## src/rtl/divider_pkg.sv

```systemverilog
// Shared types for the queued divider: engine state encoding and request-queue entry.
// Entry fields are sized for the widest supported configuration; narrower
// instances zero-extend on push and slice on pop.
package divider_pkg;

    // Upper bounds for C_WIDTH and TAG_WIDTH accepted by divider_queued.
    localparam int DIV_MAX_WIDTH = 64;
    localparam int DIV_MAX_TAG   = 16;

    // Division engine states.
    typedef enum logic [1:0] {
        ST_IDLE = 2'd0,
        ST_CALC = 2'd1,
        ST_FIX  = 2'd2
    } div_state_t;

    // One queued request.
    typedef struct packed {
        logic [DIV_MAX_WIDTH-1:0] a;
        logic [DIV_MAX_WIDTH-1:0] b;
        logic                     signed_cal;
        logic [DIV_MAX_TAG-1:0]   tag;
    } div_entry_t;

endpackage

```

## src/rtl/divider_fifo.sv

```systemverilog
// Request queue: synchronous FIFO of div_entry_t with an occupancy count.
// Latency: a pushed entry is visible at dout on the next cycle; dout is not registered.
// Backpressure: pushes while full and pops while empty are ignored; push+pop together are both honoured.
module divider_fifo
    import divider_pkg::*;
#(
    parameter int DEPTH = 4
) (
    input  logic                   clk,
    input  logic                   reset,
    input  logic                   push,
    input  div_entry_t             din,
    input  logic                   pop,
    output div_entry_t             dout,
    output logic [$clog2(DEPTH):0] count,
    output logic                   empty
);

    localparam int AW = $clog2(DEPTH);
    localparam int CW = AW + 1;

    div_entry_t     mem_q [DEPTH];
    div_entry_t     mem_d [DEPTH];
    logic [AW-1:0]  wr_ptr_q, wr_ptr_d;
    logic [AW-1:0]  rd_ptr_q, rd_ptr_d;
    logic [CW-1:0]  count_q, count_d;
    logic           push_ok, pop_ok;

    assign push_ok = push && (count_q < CW'(DEPTH));
    assign pop_ok  = pop && (count_q != '0);

    assign dout  = mem_q[rd_ptr_q];
    assign count = count_q;
    assign empty = (count_q == '0);

    // Next-state for storage, pointers and occupancy.
    always_comb begin
        mem_d    = mem_q;
        wr_ptr_d = wr_ptr_q;
        rd_ptr_d = rd_ptr_q;
        count_d  = count_q;
        if (push_ok) begin
            mem_d[wr_ptr_q] = din;
            wr_ptr_d        = wr_ptr_q + AW'(1);
        end
        if (pop_ok) begin
            rd_ptr_d = rd_ptr_q + AW'(1);
        end
        case ({push_ok, pop_ok})
            2'b10:   count_d = count_q + CW'(1);
            2'b01:   count_d = count_q - CW'(1);
            default: count_d = count_q;
        endcase
    end

    // Pointer/count registers; reset empties the queue.
    always_ff @(posedge clk) begin
        if (reset) begin
            wr_ptr_q <= '0;
            rd_ptr_q <= '0;
            count_q  <= '0;
        end else begin
            wr_ptr_q <= wr_ptr_d;
            rd_ptr_q <= rd_ptr_d;
            count_q  <= count_d;
        end
    end

    // Storage array; contents are don't-care until written, so no reset.
    always_ff @(posedge clk) begin
        mem_q <= mem_d;
    end

endmodule

```

## src/rtl/divider_queued.sv

```systemverilog
// Queued radix-2 restoring divider (unsigned/signed, optional fixed-point fraction); DIVIDER_DZ_DETECT_EN enables divide-by-zero bypass.
// Latency: done N+2 edges after accept (N = C_WIDTH+FRAC_BITS), 2 edges on a detected divide-by-zero; one result per N+2 cycles back-to-back.
// Backpressure: ready drops when the FIFO_DEPTH-entry queue is full; a trigger while ready=0 is dropped.
module divider_queued
    import divider_pkg::*;
#(
    parameter int C_WIDTH    = 16,
    parameter int FRAC_BITS  = 0,
    parameter int TAG_WIDTH  = 4,
    parameter int FIFO_DEPTH = 4
) (
    input  logic                 ctl_clk,
    input  logic                 reset,
    input  logic [C_WIDTH-1:0]   a,
    input  logic [C_WIDTH-1:0]   b,
    input  logic                 signed_cal,
    input  logic [TAG_WIDTH-1:0] tag_in,
    input  logic                 trigger,
    output logic                 ready,
    output logic [C_WIDTH-1:0]   q,
    output logic [C_WIDTH-1:0]   r,
    output logic [TAG_WIDTH-1:0] tag_out,
    output logic                 done,
    output logic                 busy,
    output logic                 dz
);

`ifdef DIVIDER_DZ_DETECT_EN
    localparam bit DZ_EN = 1'b1;
`else
    localparam bit DZ_EN = 1'b0;
`endif

    localparam int N    = C_WIDTH + FRAC_BITS;
    localparam int IW   = $clog2(N) + 1;
    localparam int CNTW = $clog2(FIFO_DEPTH) + 1;

    localparam logic [C_WIDTH-1:0] MOST_NEG = {1'b1, {(C_WIDTH-1){1'b0}}};
    localparam logic [C_WIDTH-1:0] MAX_POS  = {1'b0, {(C_WIDTH-1){1'b1}}};

    // ---------------- request queue ----------------
    div_entry_t        push_entry;
    div_entry_t        head;
    logic [CNTW-1:0]   fifo_count;
    logic              fifo_empty;
    logic              push;
    logic              pop;

    assign ready = (fifo_count < CNTW'(FIFO_DEPTH));
    assign push  = trigger && ready;

    always_comb begin
        push_entry            = '0;
        push_entry.a          = DIV_MAX_WIDTH'(a);
        push_entry.b          = DIV_MAX_WIDTH'(b);
        push_entry.signed_cal = signed_cal;
        push_entry.tag        = DIV_MAX_TAG'(tag_in);
    end

    divider_fifo #(
        .DEPTH (FIFO_DEPTH)
    ) u_fifo (
        .clk   (ctl_clk),
        .reset (reset),
        .push  (push),
        .din   (push_entry),
        .pop   (pop),
        .dout  (head),
        .count (fifo_count),
        .empty (fifo_empty)
    );

    // ---------------- head decode: magnitudes and signs ----------------
    logic [C_WIDTH-1:0]   h_a, h_b, h_ua, h_ub;
    logic [TAG_WIDTH-1:0] h_tag;
    logic                 h_s, h_an, h_bn, h_bz;
    logic [N-1:0]         dq_init;

    assign h_a   = head.a[C_WIDTH-1:0];
    assign h_b   = head.b[C_WIDTH-1:0];
    assign h_s   = head.signed_cal;
    assign h_tag = head.tag[TAG_WIDTH-1:0];
    assign h_an  = h_s & h_a[C_WIDTH-1];
    assign h_bn  = h_s & h_b[C_WIDTH-1];
    // The most-negative value negates to itself, which is its correct unsigned magnitude.
    assign h_ua  = h_an ? -h_a : h_a;
    assign h_ub  = h_bn ? -h_b : h_b;
    assign h_bz  = (h_b == '0);

    // Scaled dividend: magnitude shifted up by the fraction bits.
    always_comb begin
        dq_init                  = '0;
        dq_init[N-1 -: C_WIDTH]  = h_ua;
    end

    // ---------------- FSM ----------------
    div_state_t state_q, state_d;
    logic [IW-1:0] iter_q, iter_d;
    logic          iter_last;
    logic          load, step, finish;

    assign iter_last = (iter_q == IW'(N - 1));

    // State register.
    always_ff @(posedge ctl_clk) begin
        if (reset) begin
            state_q <= ST_IDLE;
        end else begin
            state_q <= state_d;
        end
    end

    // Next-state: a zero divisor skips the iteration phase when detection is built in.
    always_comb begin
        state_d = state_q;
        case (state_q)
            ST_IDLE: begin
                if (!fifo_empty) begin
                    state_d = (DZ_EN && h_bz) ? ST_FIX : ST_CALC;
                end
            end
            ST_CALC: begin
                if (iter_last) begin
                    state_d = ST_FIX;
                end
            end
            ST_FIX:  state_d = ST_IDLE;
            default: state_d = ST_IDLE;
        endcase
    end

    // Control outputs decoded from the current state.
    always_comb begin
        busy   = (state_q != ST_IDLE);
        pop    = (state_q == ST_IDLE) && !fifo_empty;
        load   = pop;
        step   = (state_q == ST_CALC);
        finish = (state_q == ST_FIX);
    end

    // ---------------- datapath ----------------
    logic [C_WIDTH-1:0]   rem_q, rem_d;
    logic [N-1:0]         dq_q, dq_d;
    logic [C_WIDTH-1:0]   ub_q, ub_d;
    logic [C_WIDTH-1:0]   a_q, a_d;
    logic                 qneg_q, qneg_d;
    logic                 rneg_q, rneg_d;
    logic                 sc_q, sc_d;
    logic                 dzp_q, dzp_d;
    logic [TAG_WIDTH-1:0] wtag_q, wtag_d;

    logic [C_WIDTH-1:0]   q_q, q_d;
    logic [C_WIDTH-1:0]   r_q, r_d;
    logic [TAG_WIDTH-1:0] tag_out_q, tag_out_d;
    logic                 done_q, done_d;
    logic                 dz_q, dz_d;

    logic [C_WIDTH:0]     trial, sub;
    logic                 ge;
    logic [C_WIDTH-1:0]   q_mag, q_res, r_res, dz_qval;

    // One restoring step: shift the next dividend bit into the partial remainder.
    assign trial = {rem_q, dq_q[N-1]};
    assign sub   = trial - {1'b0, ub_q};
    assign ge    = (trial >= {1'b0, ub_q});

    // Sign correction and divide-by-zero saturation values.
    assign q_mag   = dq_q[C_WIDTH-1:0];
    assign q_res   = qneg_q ? -q_mag : q_mag;
    assign r_res   = rneg_q ? -rem_q : rem_q;
    assign dz_qval = sc_q ? (a_q[C_WIDTH-1] ? MOST_NEG : MAX_POS) : '1;

    // Datapath next-state: load on pop, iterate in CALC, publish results in FIX.
    always_comb begin
        rem_d     = rem_q;
        dq_d      = dq_q;
        ub_d      = ub_q;
        a_d       = a_q;
        qneg_d    = qneg_q;
        rneg_d    = rneg_q;
        sc_d      = sc_q;
        dzp_d     = dzp_q;
        wtag_d    = wtag_q;
        iter_d    = iter_q;
        q_d       = q_q;
        r_d       = r_q;
        tag_out_d = tag_out_q;
        dz_d      = dz_q;
        done_d    = 1'b0;

        if (load) begin
            rem_d  = '0;
            dq_d   = dq_init;
            ub_d   = h_ub;
            a_d    = h_a;
            qneg_d = h_an ^ h_bn;
            rneg_d = h_an;
            sc_d   = h_s;
            dzp_d  = DZ_EN && h_bz;
            wtag_d = h_tag;
            iter_d = '0;
        end

        if (step) begin
            rem_d  = ge ? sub[C_WIDTH-1:0] : trial[C_WIDTH-1:0];
            dq_d   = {dq_q[N-2:0], ge};
            iter_d = iter_q + IW'(1);
        end

        if (finish) begin
            q_d       = dzp_q ? dz_qval : q_res;
            r_d       = dzp_q ? a_q : r_res;
            tag_out_d = wtag_q;
            dz_d      = dzp_q;
            done_d    = 1'b1;
        end
    end

    // Datapath and result registers; reset also discards any in-flight request.
    always_ff @(posedge ctl_clk) begin
        if (reset) begin
            rem_q     <= '0;
            dq_q      <= '0;
            ub_q      <= '0;
            a_q       <= '0;
            qneg_q    <= 1'b0;
            rneg_q    <= 1'b0;
            sc_q      <= 1'b0;
            dzp_q     <= 1'b0;
            wtag_q    <= '0;
            iter_q    <= '0;
            q_q       <= '0;
            r_q       <= '0;
            tag_out_q <= '0;
            done_q    <= 1'b0;
            dz_q      <= 1'b0;
        end else begin
            rem_q     <= rem_d;
            dq_q      <= dq_d;
            ub_q      <= ub_d;
            a_q       <= a_d;
            qneg_q    <= qneg_d;
            rneg_q    <= rneg_d;
            sc_q      <= sc_d;
            dzp_q     <= dzp_d;
            wtag_q    <= wtag_d;
            iter_q    <= iter_d;
            q_q       <= q_d;
            r_q       <= r_d;
            tag_out_q <= tag_out_d;
            done_q    <= done_d;
            dz_q      <= dz_d;
        end
    end

    assign q       = q_q;
    assign r       = r_q;
    assign tag_out = tag_out_q;
    assign done    = done_q;
    assign dz      = DZ_EN ? dz_q : 1'b0;

    // Queue entries carry upper bits beyond this instance's widths, and the
    // scaled quotient's top fraction bits are discarded.
    logic unused_bits;
    assign unused_bits = ^{head, dq_q};

endmodule

```

## config.mk

```make
export PLATFORM = sky130hd
export DESIGN_NAME = divider_queued
export DESIGN_NICKNAME = d
export VERILOG_FILES = /design/src/rtl/divider_pkg.sv /design/src/rtl/divider_fifo.sv /design/src/rtl/divider_queued.sv
export SDC_FILE = /design/constraint.sdc
export NUM_CORES = 1
export LEC_CHECK = 0
export CAP_MARGIN = 20
export CORE_ASPECT_RATIO = 1.1
export CORE_MARGIN = 5
export CORE_UTILIZATION = 35
export DETAILED_ROUTE_END_ITERATION = 16
export SLEW_MARGIN = 40
export SYNTH_ARGS = -nofsm -noshare
export SYNTH_HDL_FRONTEND = slang
export SYNTH_SLANG_ARGS = --single-unit
export TNS_END_PERCENT = 30
```

## constraint.sdc

```tcl
create_clock -name ctl_clk -period 5.9 [get_ports ctl_clk]
set_clock_uncertainty 0.1 [all_clocks]
set_input_delay 1.475 -clock ctl_clk [delete_from_list [all_inputs] [get_ports ctl_clk]]
set_output_delay 1.475 -clock ctl_clk [all_outputs]
set_load 0.02 [all_outputs]
```

==> key figures <==
Placed design
  • Worst slack at placement: roughly 2.3 ns
  • Final Wtd Congestion: between 0.8 and 0.9
  • Total cell area at the placement stage: between 0.01 and 0.015 mm^2
  • Placed Cells incl. Taps: ~1,500
  • Port Buffer Count: between 70 and 80
  • Detailed placer's ending HPWL: 17,200 um

Worst setup path
  • Path type of the worst setup path: flip-flop to output port
  • Maximum fanout encountered on the critical timing path: 5
  • Critical path startpoint category: flip-flop
  • Top delay family on crit path: buffers and inverters
  • Arrival @ worst endpoint: 1.84 ns
  • Worst path max stage delay: slightly below 0.7 ns
  • Worst Setup End Kind: output port
  • Cells along the critical path: or2_1, clkdlybuf4s50_1
  • Required time reported for the critical path endpoint: between 4 and 5 ns
  • Slowest cell on the critical path: sky130_fd_sc_hd__clkdlybuf4s50_1
  • Worst path bufs/invs: 1

Timing
  • Final setup violation count: 0
  • Share of the cycle needed by the critical path after routing: 0.578
  • Unrepaired setup endpoints after global routing: no
  • Worst hold slack across all endpoints: around 0.35 ns
  • Maximum operating frequency: around 0.29 GHz
  • Final Max Slew Viols: 0
  • Transition time at the pin with the least slew margin: between 0.6 and 0.7 ns
  • Worst max-slew margin expressed relative to the limit: 0.560
  • Crit path setup slack, layout: around 2.5 ns
  • Final worst path period need: between 3 and 4 ns
  • Final total negative setup slack: 0 ns
  • Final hold viol count: 0

Final layout
  • Fraction of the core area covered by cells at the end of the flow: 0.416
  • Antenna cell count: 0
  • Synthesis-to-finish area growth: 17.9%
  • Area of all placed cells without fillers: between 0.01 and 0.015 mm^2
  • Most frequent standard cell in the layout excluding fill and tap cells: sky130_fd_sc_hd__edfxtp_1
  • Commonest cells after routing, fill and taps aside: 148 x sky130_fd_sc_hd__edfxtp_1, 104 x sky130_fd_sc_hd__dfxtp_1, 95 x sky130_fd_sc_hd__nand2_1
  • Share of cells above drive strength 1: 0.103
  • Final layout net count: between 1,000 and 1,500
  • Final cell count without fillers: between 1,500 and 2,000
  • Number of fillers in the final layout: 3,113

CTS
  • Cts bufs inserted: 28
  • Cell at the root of the clock tree: sky130_fd_sc_hd__clkbuf_16
  • # resized after CTS: 0
  • Setup bufs post-CTS: 0
  • Largest buffer count on any clock path: 3
  • CTS tree: done
  • Clock slew at the register clock pins of the worst setup and hold paths: roughly 0.06 ns
  • Total of hold buffers inserted after clock tree synthesis: 0
  • Skew-Pair Late Insertion Delay: approximately 0.55 ns
  • Clk sink count: about 250
  • H-tree levels: 1

Die
  • Core Region: ~0.033 mm^2
  • Die H: about 200 um
  • Die Span X: approximately 180 um
  • Site Rows: 70
  • Area enclosed by the die boundary: around 0.037 mm^2
  • Count of pins on the block boundary: 80
  • Initial Util: 0.353

GRT
  • Wire length of the first global-routing pass: a little over 40,000 um
  • Via count of the first global-routing pass: 7,569
  • Aggregate global routing overflow: 0
  • Number of antenna violations at the first check in global routing: 0
  • All-Layer GR Usage: 0.132
  • Largest net degree at the start of global routing: 63

Power
  • Final Power: between 6 and 7 mW
  • Leak: 4.61 nW
  • Maximum vdd drop: between 0.2 and 0.25 mV
  • Power per cell area: ~480 mW/mm^2

Routing
  • Remaining routing DRC violations: 0
  • Antenna viol nets, final: 0
  • Total via count after detailed routing: between 7,000 and 8,000
  • Avg Vias per Cell: approximately 5.1
  • Sum of routed wire length over all layers: 25,000 um
  • Wire per inst: 16.4 um
  • Number of optimization iterations in the first detailed-route pass: 5
  • Starting DRT DRC Count: roughly 470

Job
  • Reported max-cap violation count: 0

Yosys
  • Syn Std Cell Area: about 0.012 mm^2
  • Synth unique cells: 75
  • Post-synth EDFFs: approximately 150
  • Syn avg cell area: between 10 and 15 um^2
  • Asr flop ratio synth: 0
  • Register bit count reported by yosys: roughly 250
  • Net Count, Synth: roughly 1,100
  • Predominant post-synthesis flop cell: sky130_fd_sc_hd__edfxtp_1
  • Sequential-to-total area share from yosys stat: 0.559
  • Number of synthesis warnings: 0
  • Synthesized instance count: 1,011

Run status
  • Status: complete, no violations

Worst hold path
  • Worst min-delay path category: flip-flop to flip-flop
-- cells in the mapped netlist (4+ instances only) --
| library cell | n | area (um^2) |
|---|---|---|
| sky130_fd_sc_hd__a211oi_1 | 35 | 263 |
| sky130_fd_sc_hd__a21o_1 | 5 | 37.5 |
| sky130_fd_sc_hd__a21oi_1 | 57 | 285 |
| sky130_fd_sc_hd__a22oi_1 | 6 | 45.0 |
| sky130_fd_sc_hd__a311oi_1 | 4 | 35.0 |
| sky130_fd_sc_hd__a31oi_1 | 16 | 100 |
| sky130_fd_sc_hd__and2_1 | 12 | 75.1 |
| sky130_fd_sc_hd__and3_1 | 8 | 50.1 |
| sky130_fd_sc_hd__buf_2 | 9 | 45.0 |
| sky130_fd_sc_hd__clkbuf_1 | 47 | 176 |
| sky130_fd_sc_hd__dfxtp_1 | 105 | 2100 |
| sky130_fd_sc_hd__edfxtp_1 | 148 | 4440 |
| sky130_fd_sc_hd__ha_1 | 27 | 338 |
| sky130_fd_sc_hd__inv_1 | 41 | 154 |
| sky130_fd_sc_hd__mux2i_1 | 4 | 40.0 |
| sky130_fd_sc_hd__mux4_2 | 35 | 788 |
| sky130_fd_sc_hd__nand2_1 | 95 | 357 |
| sky130_fd_sc_hd__nand2b_1 | 7 | 43.8 |
| sky130_fd_sc_hd__nand3_1 | 14 | 70.1 |
| sky130_fd_sc_hd__nand4_1 | 7 | 43.8 |
| sky130_fd_sc_hd__nor2_1 | 93 | 349 |
| sky130_fd_sc_hd__nor2b_1 | 5 | 31.3 |
| sky130_fd_sc_hd__nor3_1 | 16 | 80.1 |
| sky130_fd_sc_hd__nor4_1 | 5 | 31.3 |
| sky130_fd_sc_hd__o211ai_1 | 14 | 105 |
| sky130_fd_sc_hd__o21a_1 | 7 | 52.6 |
| sky130_fd_sc_hd__o21ai_0 | 28 | 140 |
| sky130_fd_sc_hd__o21ai_1 | 6 | 30.0 |
| sky130_fd_sc_hd__o22ai_1 | 4 | 25.0 |
| sky130_fd_sc_hd__o31ai_1 | 12 | 90.1 |
| sky130_fd_sc_hd__o41ai_1 | 5 | 43.8 |
| sky130_fd_sc_hd__or2_2 | 4 | 25.0 |
| sky130_fd_sc_hd__or3_1 | 11 | 68.8 |
| sky130_fd_sc_hd__or4_1 | 4 | 30.0 |
| sky130_fd_sc_hd__xnor2_1 | 30 | 263 |
| sky130_fd_sc_hd__xor2_1 | 31 | 272 |
-- report_power, final --
part           internal, mW  switching, mW
combinational         0.992           1.53
sequential             2.13          0.198
clock                  1.04          0.689
total                  4.16           2.42
-- cell families after synthesis --
| group | Yosys count | synth area share |
|---|---|---|
| DFF | 253 | 0.559 |
| other | 1 | 0.000320 |
| adders and majority gates | 29 | 0.0323 |
| buffers and inverters | 104 | 0.0369 |
| and+or+nand+nor | 292 | 0.118 |
| AOI/OAI and AO/OA | 230 | 0.132 |
| muxes | 41 | 0.0752 |
| xor gates and xnor gates | 61 | 0.0456 |
-- flip-flops by register name, summed over array words and instances (netlist names), 2 cells and up --
name	count
u_fifo.mem_q	148
dq_q	16
q	16
r	16
rem_q	16
ub_q	16
iter_q	5
tag_out	4
wtag_q	4
u_fifo.count	3
state_q	2
u_fifo.rd_ptr_q	2
u_fifo.wr_ptr_q	2
-- per-layer routing --
metal	global-route usage	wire (um)	vias to the layer above
met2	0.202	11100	178
met3	0.0187	1100	32
met5	0	0	-
met4	0.0346	569	0
li1	-	-	3889
met1	0.198	12300	3727
-- cell type report --
type | instances | area [um^2] | area share
sequential | 253 | 6550 | 0.474
multi-input combinational | 654 | 4740 | 0.343
timing repair buffer | 91 | 876 | 0.0634
clock buffer | 45 | 855 | 0.0619
tap | 432 | 541 | 0.0391
inverter | 42 | 158 | 0.0114
clock inverter | 7 | 93.8 | 0.00679
-- path summary, 6_finish.rpt --
| check | from | end | slack, ns | cells after the start |
|---|---|---|---|---|
| worst max-delay path | state_q[0] | busy | 2.49 | 2 |
| worst min-delay path | tag_out[2] | tag_out[2] | 0.35 | 2 |
| worst max register to register | u_fifo.rd_ptr_q[0] | dq_q[11] | 2.73 | 7 |
| worst min register to register | tag_out[2] | tag_out[2] | 0.35 | 2 |
-- tightest hold or removal path: stages, from the launching register on --
cell and delay (ns):
sky130_fd_sc_hd__dfxtp_1 0.31, sky130_fd_sc_hd__nand2_1 0.05, sky130_fd_sc_hd__a21oi_1 0.05
No activity file was read; power rests on OpenSTA's default activity.
